## config.mk

```make
export PLATFORM = sky130hd
export DESIGN_NAME = step_clock_generator
export DESIGN_NICKNAME = d
export VERILOG_FILES = /design/src/rtl/step_clock_generator.sv
export SDC_FILE = /design/constraint.sdc
export NUM_CORES = 1
export LEC_CHECK = 0
export BUFFER_PORTS_ARGS = -buffer_cell sky130_fd_sc_hd__buf_4
export CAP_MARGIN = 25
export CORE_MARGIN = 2
export CORE_UTILIZATION = 55
export CTS_CLUSTER_DIAMETER = 30
export DETAILED_ROUTE_END_ITERATION = 16
export HOLD_SLACK_MARGIN = 0.05
export PLACE_DENSITY_LB_ADDON = 0.3
export SLEW_MARGIN = 20
export SYNTH_ARGS = -nofsm -noshare
export SYNTH_HDL_FRONTEND = slang
export SYNTH_SLANG_ARGS = --single-unit
```

## constraint.sdc

```tcl
create_clock -name input_clock1_1 -period 2.9 [get_ports input_clock1_1]
set_input_delay 0.58 -clock input_clock1_1 [delete_from_list [all_inputs] [get_ports input_clock1_1]]
set_output_delay 0.58 -clock input_clock1_1 [all_outputs]
set_load 0.05 [all_outputs]
```

## src/rtl/step_clock_generator.sv

```systemverilog
// Clock-enable source for the LED ripple counters: free-running divided tick or one tick per step
// press. Define STEP_CLOCK_GENERATOR_DEBOUNCE_EN to add the step-button debounce filter.
module step_clock_generator #(
    parameter int unsigned DIV_W     = 16,
    parameter int unsigned DB_CYCLES = 1000,
    parameter int unsigned DB_W      = 10
) (
    input  logic             input_clock1_1,
    input  logic             input_reset1_2,
    input  logic             input_run_3,
    input  logic             input_step_4,
    input  logic [DIV_W-1:0] input_div_5,
    output logic             output_tick_6,
    output logic             output_phase_7,
    output logic [1:0]       output_mode_8
);

    typedef enum logic [1:0] {
        StStep = 2'b00,
        StRun  = 2'b01,
        StHold = 2'b10
    } state_e;

    state_e           state_q, state_d;
    logic [DIV_W-1:0] presc_q, presc_d;
    logic             tick_q, tick_d;
    logic             phase_q;
    logic             s1_q, s2_q;
    logic             db;

    if (DB_CYCLES < 2 || DB_W < $clog2(DB_CYCLES)) begin : g_bad_db_params
        $error("step_clock_generator: DB_CYCLES must be >= 2 and fit in DB_W bits");
    end

    always_ff @(posedge input_clock1_1) begin
        if (input_reset1_2) begin
            s1_q <= 1'b0;
            s2_q <= 1'b0;
        end else begin
            s1_q <= input_step_4;
            s2_q <= s1_q;
        end
    end

`ifdef STEP_CLOCK_GENERATOR_DEBOUNCE_EN
    logic [DB_W-1:0] db_cnt_q;
    logic            db_q;

    // db follows s2 only after DB_CYCLES consecutive samples that disagree with it.
    always_ff @(posedge input_clock1_1) begin
        if (input_reset1_2) begin
            db_cnt_q <= '0;
            db_q     <= 1'b0;
        end else if (s2_q == db_q) begin
            db_cnt_q <= '0;
        end else if (db_cnt_q == DB_W'(DB_CYCLES - 1)) begin
            db_cnt_q <= '0;
            db_q     <= s2_q;
        end else begin
            db_cnt_q <= db_cnt_q + 1'b1;
        end
    end

    assign db = db_q;
`else
    assign db = s2_q;
`endif

    always_comb begin
        state_d = state_q;
        presc_d = presc_q;
        tick_d  = 1'b0;
        case (state_q)
            StStep: begin
                if (input_run_3) begin
                    state_d = StRun;
                    presc_d = '0;
                end else if (db) begin
                    tick_d  = 1'b1;
                    state_d = StHold;
                end
            end
            StHold: begin
                if (input_run_3) begin
                    state_d = StRun;
                    presc_d = '0;
                end else if (!db) begin
                    state_d = StStep;
                end
            end
            StRun: begin
                // Leaving RUN parks in HOLD so a button held across the switch cannot fire.
                if (!input_run_3) begin
                    state_d = StHold;
                end else if (presc_q >= input_div_5) begin
                    tick_d  = 1'b1;
                    presc_d = '0;
                end else begin
                    presc_d = presc_q + 1'b1;
                end
            end
            default: begin
                state_d = StStep;
                presc_d = '0;
            end
        endcase
    end

    always_ff @(posedge input_clock1_1) begin
        if (input_reset1_2) begin
            state_q <= StStep;
            presc_q <= '0;
            tick_q  <= 1'b0;
            phase_q <= 1'b0;
        end else begin
            state_q <= state_d;
            presc_q <= presc_d;
            tick_q  <= tick_d;
            if (tick_d) begin
                phase_q <= ~phase_q;
            end
        end
    end

    assign output_tick_6  = tick_q;
    assign output_phase_7 = phase_q;
    assign output_mode_8  = state_q;

endmodule

```

==> results by group, run 1 <==
Layout
  • Area of the multi-input gates: between 800 and 900 sq um
  • Reg area: between 400 and 500 sq um
  • Fillers: between 200 and 250
  • Nets: ~230
  • Ant diodes: 0
  • Area grow syn2layout: 15.5%
  • Final Util: 0.664
  • Finished Layout Cells: roughly 220
  • Share of layout cells above drive strength 1: 0.181

Status
  • Status: complete, no violations

STA
  • Fmax: roughly 440 MHz
  • PnR worst setup slack: around 0.64 ns
  • Max Slew Vio Count: 0
  • Final setup viols: 0
  • Setup TNS Final: 0 ns
  • Fin crit period: between 2 and 2.5 ns
  • Max transition margin: 0.558
  • Final Hold Fails: 0
  • Worst Max-Slew Pin Slew: roughly 0.66 ns
  • RSZ-0062 raised after global routing: no
  • Worst Skew: approximately 0.0027 ns
  • Fin crit share: 0.778

Yosys
  • Gate count of the mapped netlist: roughly 170
  • Distinct cells, synth: 36
  • Syn_nets: roughly 200
  • Synth Warn #: 0
  • Synth Cell Area: approximately 1400 sq um
  • Register area share after synthesis: 0.309
  • Average size of a mapped cell: 8.43 sq um
  • Seq cells post-synth: 22

Place
  • # port buffers: 23
  • Pre-CTS WS: around 0.45 ns
  • HPWL after DPL: 2290 um
  • RePlAce Congestion: between 0.7 and 0.8
  • Placed Cells: around 220

Floorplan
  • Die ar.: roughly 3000 sq um
  • Boundary pin count: 24
  • Chip Width: 54.9 um
  • Site Rows: 18
  • Die Span Y: 54.9 um
  • Initial Utilization: 0.575
  • Core Area: between 2000 and 2500 sq um

Clocking
  • Clock latency on the worst-skew pair: around 0.3 ns
  • Post-CTS Resized: 0
  • CTS max path bufs: 2
  • Hold-fix buffers, CTS: 0
  • CTS tree: yes
  • Sink Count: 22
  • Cts bufs inserted: 3
  • Post-CTS Setup Inserts: 0
  • Clock transition at path regs: between 0.1 and 0.15 ns
  • CTS Root Cell: clkbuf_4
  • H-tree depth: 1

Critical path
  • Crit path kind: reg2reg
  • Endpoint class of the critical path: flip-flop
  • WP data required: about 3.1 ns
  • Slowest cell on the critical path: a2111o_1
  • Worst-path fanout max: 24
  • Critical path buffers and inverters: 1
  • Worst path cell trace: inv_1 -> ha_1 -> nand2b_4 -> a2111o_1 -> a21oi_2 -> o211a_4 -> o21ai_0 -> a31oi_1
  • Setup crit start kind: flip-flop
  • Top delay family on crit path: compound AO/OA/AOI/OAI gates
  • Slowest stage delay, CP: just over 0.4 ns
  • Worst EP arrival: between 2 and 3 ns

Routing
  • Routed vias: ~1,300
  • DR pass1 iterations: 4
  • DRT antenna net count: 0
  • Wirelength per Cell: about 13 um
  • DRT iter0 DRCs: 18
  • Final WL: 2890 um
  • Vias per cell: between 5 and 6
  • DRC Markers: 0

Run
  • Number of max-cap violations: 0

Power and ir drop
  • Sw Share: 0.241
  • Power Dens Cells: around 330 nW/um^2
  • Share of power burned in registers: 0.561
  • Pleak: 0.762 nW
  • Clk pwr share: 0.311
  • Int Pwr: roughly 0.00042 W
  • Post-layout power: 0.000550 W
  • Comb pwr share: 0.127
  • Sw power: ~0.00013 W
  • Worst VDD drop: between 0.0002 and 0.00025 V

Global route
  • Gr usage total: 0.224
  • Vias in the first global route: around 1,200
  • Largest net degree at the start of global routing: 25
  • Initial antenna violation count: 0
  • GR Overflow Total: 0
  • First-pass GRT wire length: slightly below 5000 um

Worst hold path
  • Worst min path class: reg2reg
-- cells in the mapped netlist, drive strengths merged --
library cell,number,area (sq um)
a2111o,1,11.3
a21o,5,37.5
a21oi,15,78.8
a22o,6,52.6
a31oi,6,37.5
a32oi,1,8.76
a41oi,1,16.3
and3,3,18.8
and4,1,8.76
buf,2,22.5
clkbuf,1,3.75
dfxtp,22,440
ha,17,213
inv,21,78.8
mux2,1,11.3
mux2i,1,10.0
nand2,14,52.6
nand2b,4,32.5
nand3,7,35.0
nand4,5,37.5
nor2,11,41.3
nor2b,2,12.5
nor3,3,15.0
nor3b,2,20.0
nor4,1,6.26
o2111ai,1,8.76
o211a,2,27.5
o21ai,8,40.0
or3,1,11.3
xnor2,4,35.0
-- layer usage --
layer / vias up / global-route usage / share of wire
met2: 34 / 0.387 / 0.49
met4: 0 / 0.110 / 0.015
li1: 652 / - / -
met5: - / 0 / 0
met3: 4 / 0.0161 / 0.034
met1: 590 / 0.281 / 0.46
-- placed cells by master, fill, tap and decap left out, drive strengths merged, types with 5 or more instances in the layout --
master / instances
buf: 23
ha: 17
nand3: 7
a21o: 5
a31oi: 6
nor2: 11
nand2: 14
inv: 21
a21oi: 15
a22o: 6
dfxtp: 22
o21ai: 8
nand4: 5
-- cells by family after synthesis --
kind of cell,count (synthesis),share of synthesized area
mux,2,0.0149
compound gates,46,0.224
buf+inv,24,0.0737
xor+xnor,4,0.0246
fa+ha+maj,17,0.149
flops,22,0.309
simple gates,54,0.205
-- power by group through the flow --
stage / Combinational (W) / Sequential [W] / Clock (W)
2_1_floorplan: 0.0000362 / 0.000320 / 0
3_3_place_gp: 0.0000669 / 0.000315 / 0
3_5_place_dp: 0.0000709 / 0.000316 / 0
4_1_cts: 0.0000711 / 0.000309 / 0.000171
5_1_grt: 0.0000789 / 0.000310 / 0.000180
6_report: 0.0000702 / 0.000309 / 0.000171
-- flip-flops by register name, summed over array words and instances, names as in the netlist --
| name | flops |
|---|---|
| output_mode_8 | 2 |
| s1_q | 1 |
| output_phase_7 | 1 |
| presc_q | 16 |
| db | 1 |
| output_tick_6 | 1 |
-- cell type report --
cell class,count,area share
inverters,21,0.0479
repair buffers,23,0.105
well taps,30,0.0228
multi-input cells,123,0.535
flip-flops and latches,22,0.268
clock buffers,4,0.0221
-- path summary, 6_finish.rpt --
path | start | to | slack (ns) | cells past startpoint
worst max-delay path | presc_q[0] | presc_q[5] | 0.64 | 8
worst min-delay path | s1_q | db | 0.46 | 1
worst max register to register | presc_q[0] | presc_q[5] | 0.64 | 8
worst min register to register | s1_q | db | 0.46 | 1
-- per-stage QoR --
step / cell area [sq um] / hold WS, ns
after floorplan: 1430 / 0.414
after global placement: 1610 / 0.419
after detailed placement: 1610 / 0.442
after CTS: 1650 / 0.461
after global routing: 1650 / 0.478
final: 1650 / 0.459
Note: power is estimated with default switching activity, not from simulation.
==> run 2: changes to the inputs <==
- clock period: 2.9 -> 2.15 ns (I/O delays scaled with it)
==> results by group, run 2 (same netlist as run 1, synthesis figures left out) <==
Clocking
  • CTS tree: yes (unchanged)
  • CTS max path bufs: 2 (unchanged)
  • H-tree depth: 1 (unchanged)
  • Hold-fix buffers, CTS: 0 (unchanged)
  • Clock transition at path regs: 0.12 ns (was 0.13 ns)
  • Cts bufs inserted: 3 (unchanged)
  • Sink Count: 22 (unchanged)
  • CTS Root Cell: clkbuf_4 (unchanged)
  • Clock latency on the worst-skew pair: 0.30 ns (about the same)

Critical path
  • Worst path cell trace: ha_1 -> buf_4 -> nand2_1 -> o21ai_0 -> nor4_2 -> buf_4 -> o211a_2 -> nor3b_2 -> a21o_1 (was inv_1 -> ha_1 -> nand2b_4 -> a2111o_1 -> a21oi_2 -> o211a_4 -> o21ai_0 -> a31oi_1)
  • R2R setup slack: 0.03 ns (was 0.64 ns)
  • Slowest cell on the critical path: dfxtp_2 (was a2111o_1)
  • Slowest stage delay, CP: 0.36 ns (was 0.41 ns)
  • Crit path kind: reg2reg (unchanged)
  • FF-to-FF Start: presc_q[15] (was presc_q[0])
  • R2R depth: 9 (was 8)
  • Worst-path fanout max: 6 (was 24)
  • WP data required: 2.40 ns (was 3.14 ns)
  • Setup crit start kind: flip-flop (unchanged)
  • Most frequent cell on the critical path: buf_4
  • Reg2reg end: presc_q[15] (was presc_q[5])
  • CP startpoint: presc_q[15] (was presc_q[0])
  • Endpoint class of the critical path: flip-flop (unchanged)
  • Worst EP arrival: 2.38 ns (was 2.50 ns)

Power and ir drop
  • Power Dens Cells: 399 nW/um^2 (was 335 nW/um^2)
  • Share of power burned in registers: 0.588 (was 0.561)
  • Sw power: 0.000177 W (was 0.000133 W)
  • Worst VDD drop: 0.000302 V (was 0.000213 V)
  • Sw Share: 0.250 (was 0.241)
  • Int Pwr: 0.000531 W (was 0.000418 W)
  • Post-layout power: 0.000708 W (was 0.000550 W)
  • Clk pwr share: 0.263 (was 0.311)
  • Pleak: 0.824 nW (was 0.762 nW)
  • Comb pwr share: 0.149 (was 0.127)

Layout
  • Reg area: 443 sq um (was 440 sq um)
  • Commonest non-fill, non-tap cells in the layout: buf_4, inv_1, dfxtp_1 (was buf_4, dfxtp_1, inv_1)
  • Ant diodes: 0 (unchanged)
  • Max FFs per register: 16 (unchanged)
  • Top reg by flops: presc_q (unchanged)
  • Fillers: 204 (was 214)
  • Nets: 243 (was 231)
  • Area grow syn2layout: 24.6% (was 15.5%)
  • Share of layout cells above drive strength 1: 0.265 (was 0.181)
  • Area of the multi-input gates: 942 sq um (was 880 sq um)
  • Final Util: 0.717 (was 0.664)
  • Commonest non-fill, non-tap cell in the layout: buf_4 (unchanged)
  • Finished Layout Cells: 234 (was 223)

STA
  • Final setup viols: 0 (unchanged)
  • Final Hold Fails: 0 (unchanged)
  • Fmax: 471 MHz (was 443 MHz)
  • RSZ-0062 raised after global routing: yes (was no)
  • Worst Skew: 0.00320 ns (was 0.00267 ns)
  • Worst Max-Slew Pin Slew: 0.652 ns (was 0.660 ns)
  • Fin crit period: 2.12 ns (was 2.26 ns)
  • Max transition margin: 0.564 (was 0.558)
  • PnR worst setup slack: 0.0258 ns (was 0.644 ns)
  • Fin crit share: 0.988 (was 0.778)
  • Max Slew Vio Count: 0 (unchanged)

Global route
  • Largest net degree at the start of global routing: 24 (was 25)
  • First-pass GRT wire length: 4860 um (was 4900 um)
  • Gr usage total: 0.221 (was 0.224)
  • Initial antenna violation count: 0 (unchanged)
  • Vias in the first global route: 1,190 (was 1,175)
  • GR Overflow Total: 0 (unchanged)

Worst hold path
  • Worst hold path depth: 2 (was 1)
  • Worst min path class: in2reg (was reg2reg)
  • End of the worst hold path: s1_q (was db)
  • Hold_sp: input_reset1_2 (was s1_q)

Floorplan
  • Initial Utilization: 0.575 (unchanged)
  • Die ar.: 3010 sq um (unchanged)
  • Core Area: 2480 sq um (unchanged)
  • Die Span Y: 54.9 um (unchanged)
  • Boundary pin count: 24 (unchanged)
  • Site Rows: 18 (unchanged)
  • Chip Width: 54.9 um (unchanged)

Place
  • Placed Cells: 228 (was 219)
  • HPWL after DPL: 2370 um (was 2290 um)
  • RePlAce Congestion: 0.792 (was 0.773)
  • # port buffers: 23 (unchanged)
  • Pre-CTS WS: -0.162 ns (was 0.446 ns)

Routing
  • DRT iter0 DRCs: 56 (was 18)
  • Final WL: 3320 um (was 2890 um)
  • DRT antenna net count: 0 (unchanged)
  • DR pass1 iterations: 4 (unchanged)
  • DRC Markers: 0 (unchanged)
  • Wirelength per Cell: 14.2 um (was 13.0 um)
  • Routed vias: 1,392 (was 1,280)
  • Vias per cell: 5.95 (was 5.74)

Run
  • Number of max-cap violations: 0 (unchanged)

Status
  • Status: complete, no violations (unchanged)
-- run 2: cell count changes in the layout (fill, tap and decap cells not counted), moves of 2 or more --
cell	before	now
buf_4	23	32
dfxtp_1	22	20
dfxtp_2	0	2
nor3_1	3	1
nor3_2	0	2
o21ai_0	8	6
o21ai_1	0	2
-- run 2: worst max path at each step --
| stage | to | slack, ns | depth (start not counted) |
|---|---|---|---|
| floorplan | presc_q[15] | 0.07 | 8 |
| global placement | presc_q[4] | -0.06 | 8 |
| detailed placement | presc_q[11] | -0.16 | 10 |
| CTS | presc_q[9] | 0.03 | 8 |
| global route | presc_q[9] | -0.10 | 9 |
| finish | presc_q[15] | 0.03 | 9 |
-- run 2: worst max-delay path, delay by kind of cell, from the launching register on --
family                   cells  cell delay [ns]
AO/OA/AOI/OAI                3             0.52
adder cells (fa/ha/maj)      1             0.30
buffers and inverters        2             0.33
flip-flops                   1             0.36
AND/OR/NAND/NOR              3             0.57
-- run 2: layout make-up --
| class | count | share of cell area |
|---|---|---|
| Clock buffer | 3 | 0.0127 |
| Sequential cell | 22 | 0.249 |
| Inverter | 21 | 0.0444 |
| Tap cell | 30 | 0.0211 |
| Timing Repair Buffer | 33 | 0.142 |
| Multi-Input combinational cell | 125 | 0.531 |
-- run 2: repair_timing --
| action | CTS | global route |
|---|---|---|
| gates resized for setup | 0 | 13 |
| endpoints found under the setup margin | 0 | 13 |
| setup buffers | 0 | 1 |
-- run 2: metal layers --
layer  vias to the layer above  track usage  wire length (um)  part of all wire
met5                         -            0                 0                 0
met4                         0       0.0813                66             0.020
met3                        10       0.0242               184             0.055
met2                        70        0.405              1620              0.49
met1                       626        0.264              1450              0.44
li1                        686            -                 -                 -
-- run 2: through the flow --
stage	area (sq um)	hold WS, ns	setup TNS (ns)
6_report	1780	0.329	0
5_1_grt	1780	0.337	-0.354
4_1_cts	1700	0.313	0
3_5_place_dp	1680	0.436	-1.54
3_3_place_gp	1680	0.417	-0.516
2_1_floorplan	1430	0.414	0
-- run 2: power groups by stage --
stage	Clock [W]	Combinational (W)	Sequential (W)
6_report	0.000186	0.000105	0.000416
5_1_grt	0.000203	0.000118	0.000417
4_1_cts	0.000188	0.000100	0.000416
3_5_place_dp	0	0.000100	0.000425
3_3_place_gp	0	0.0000946	0.000425
2_1_floorplan	0	0.0000489	0.000432
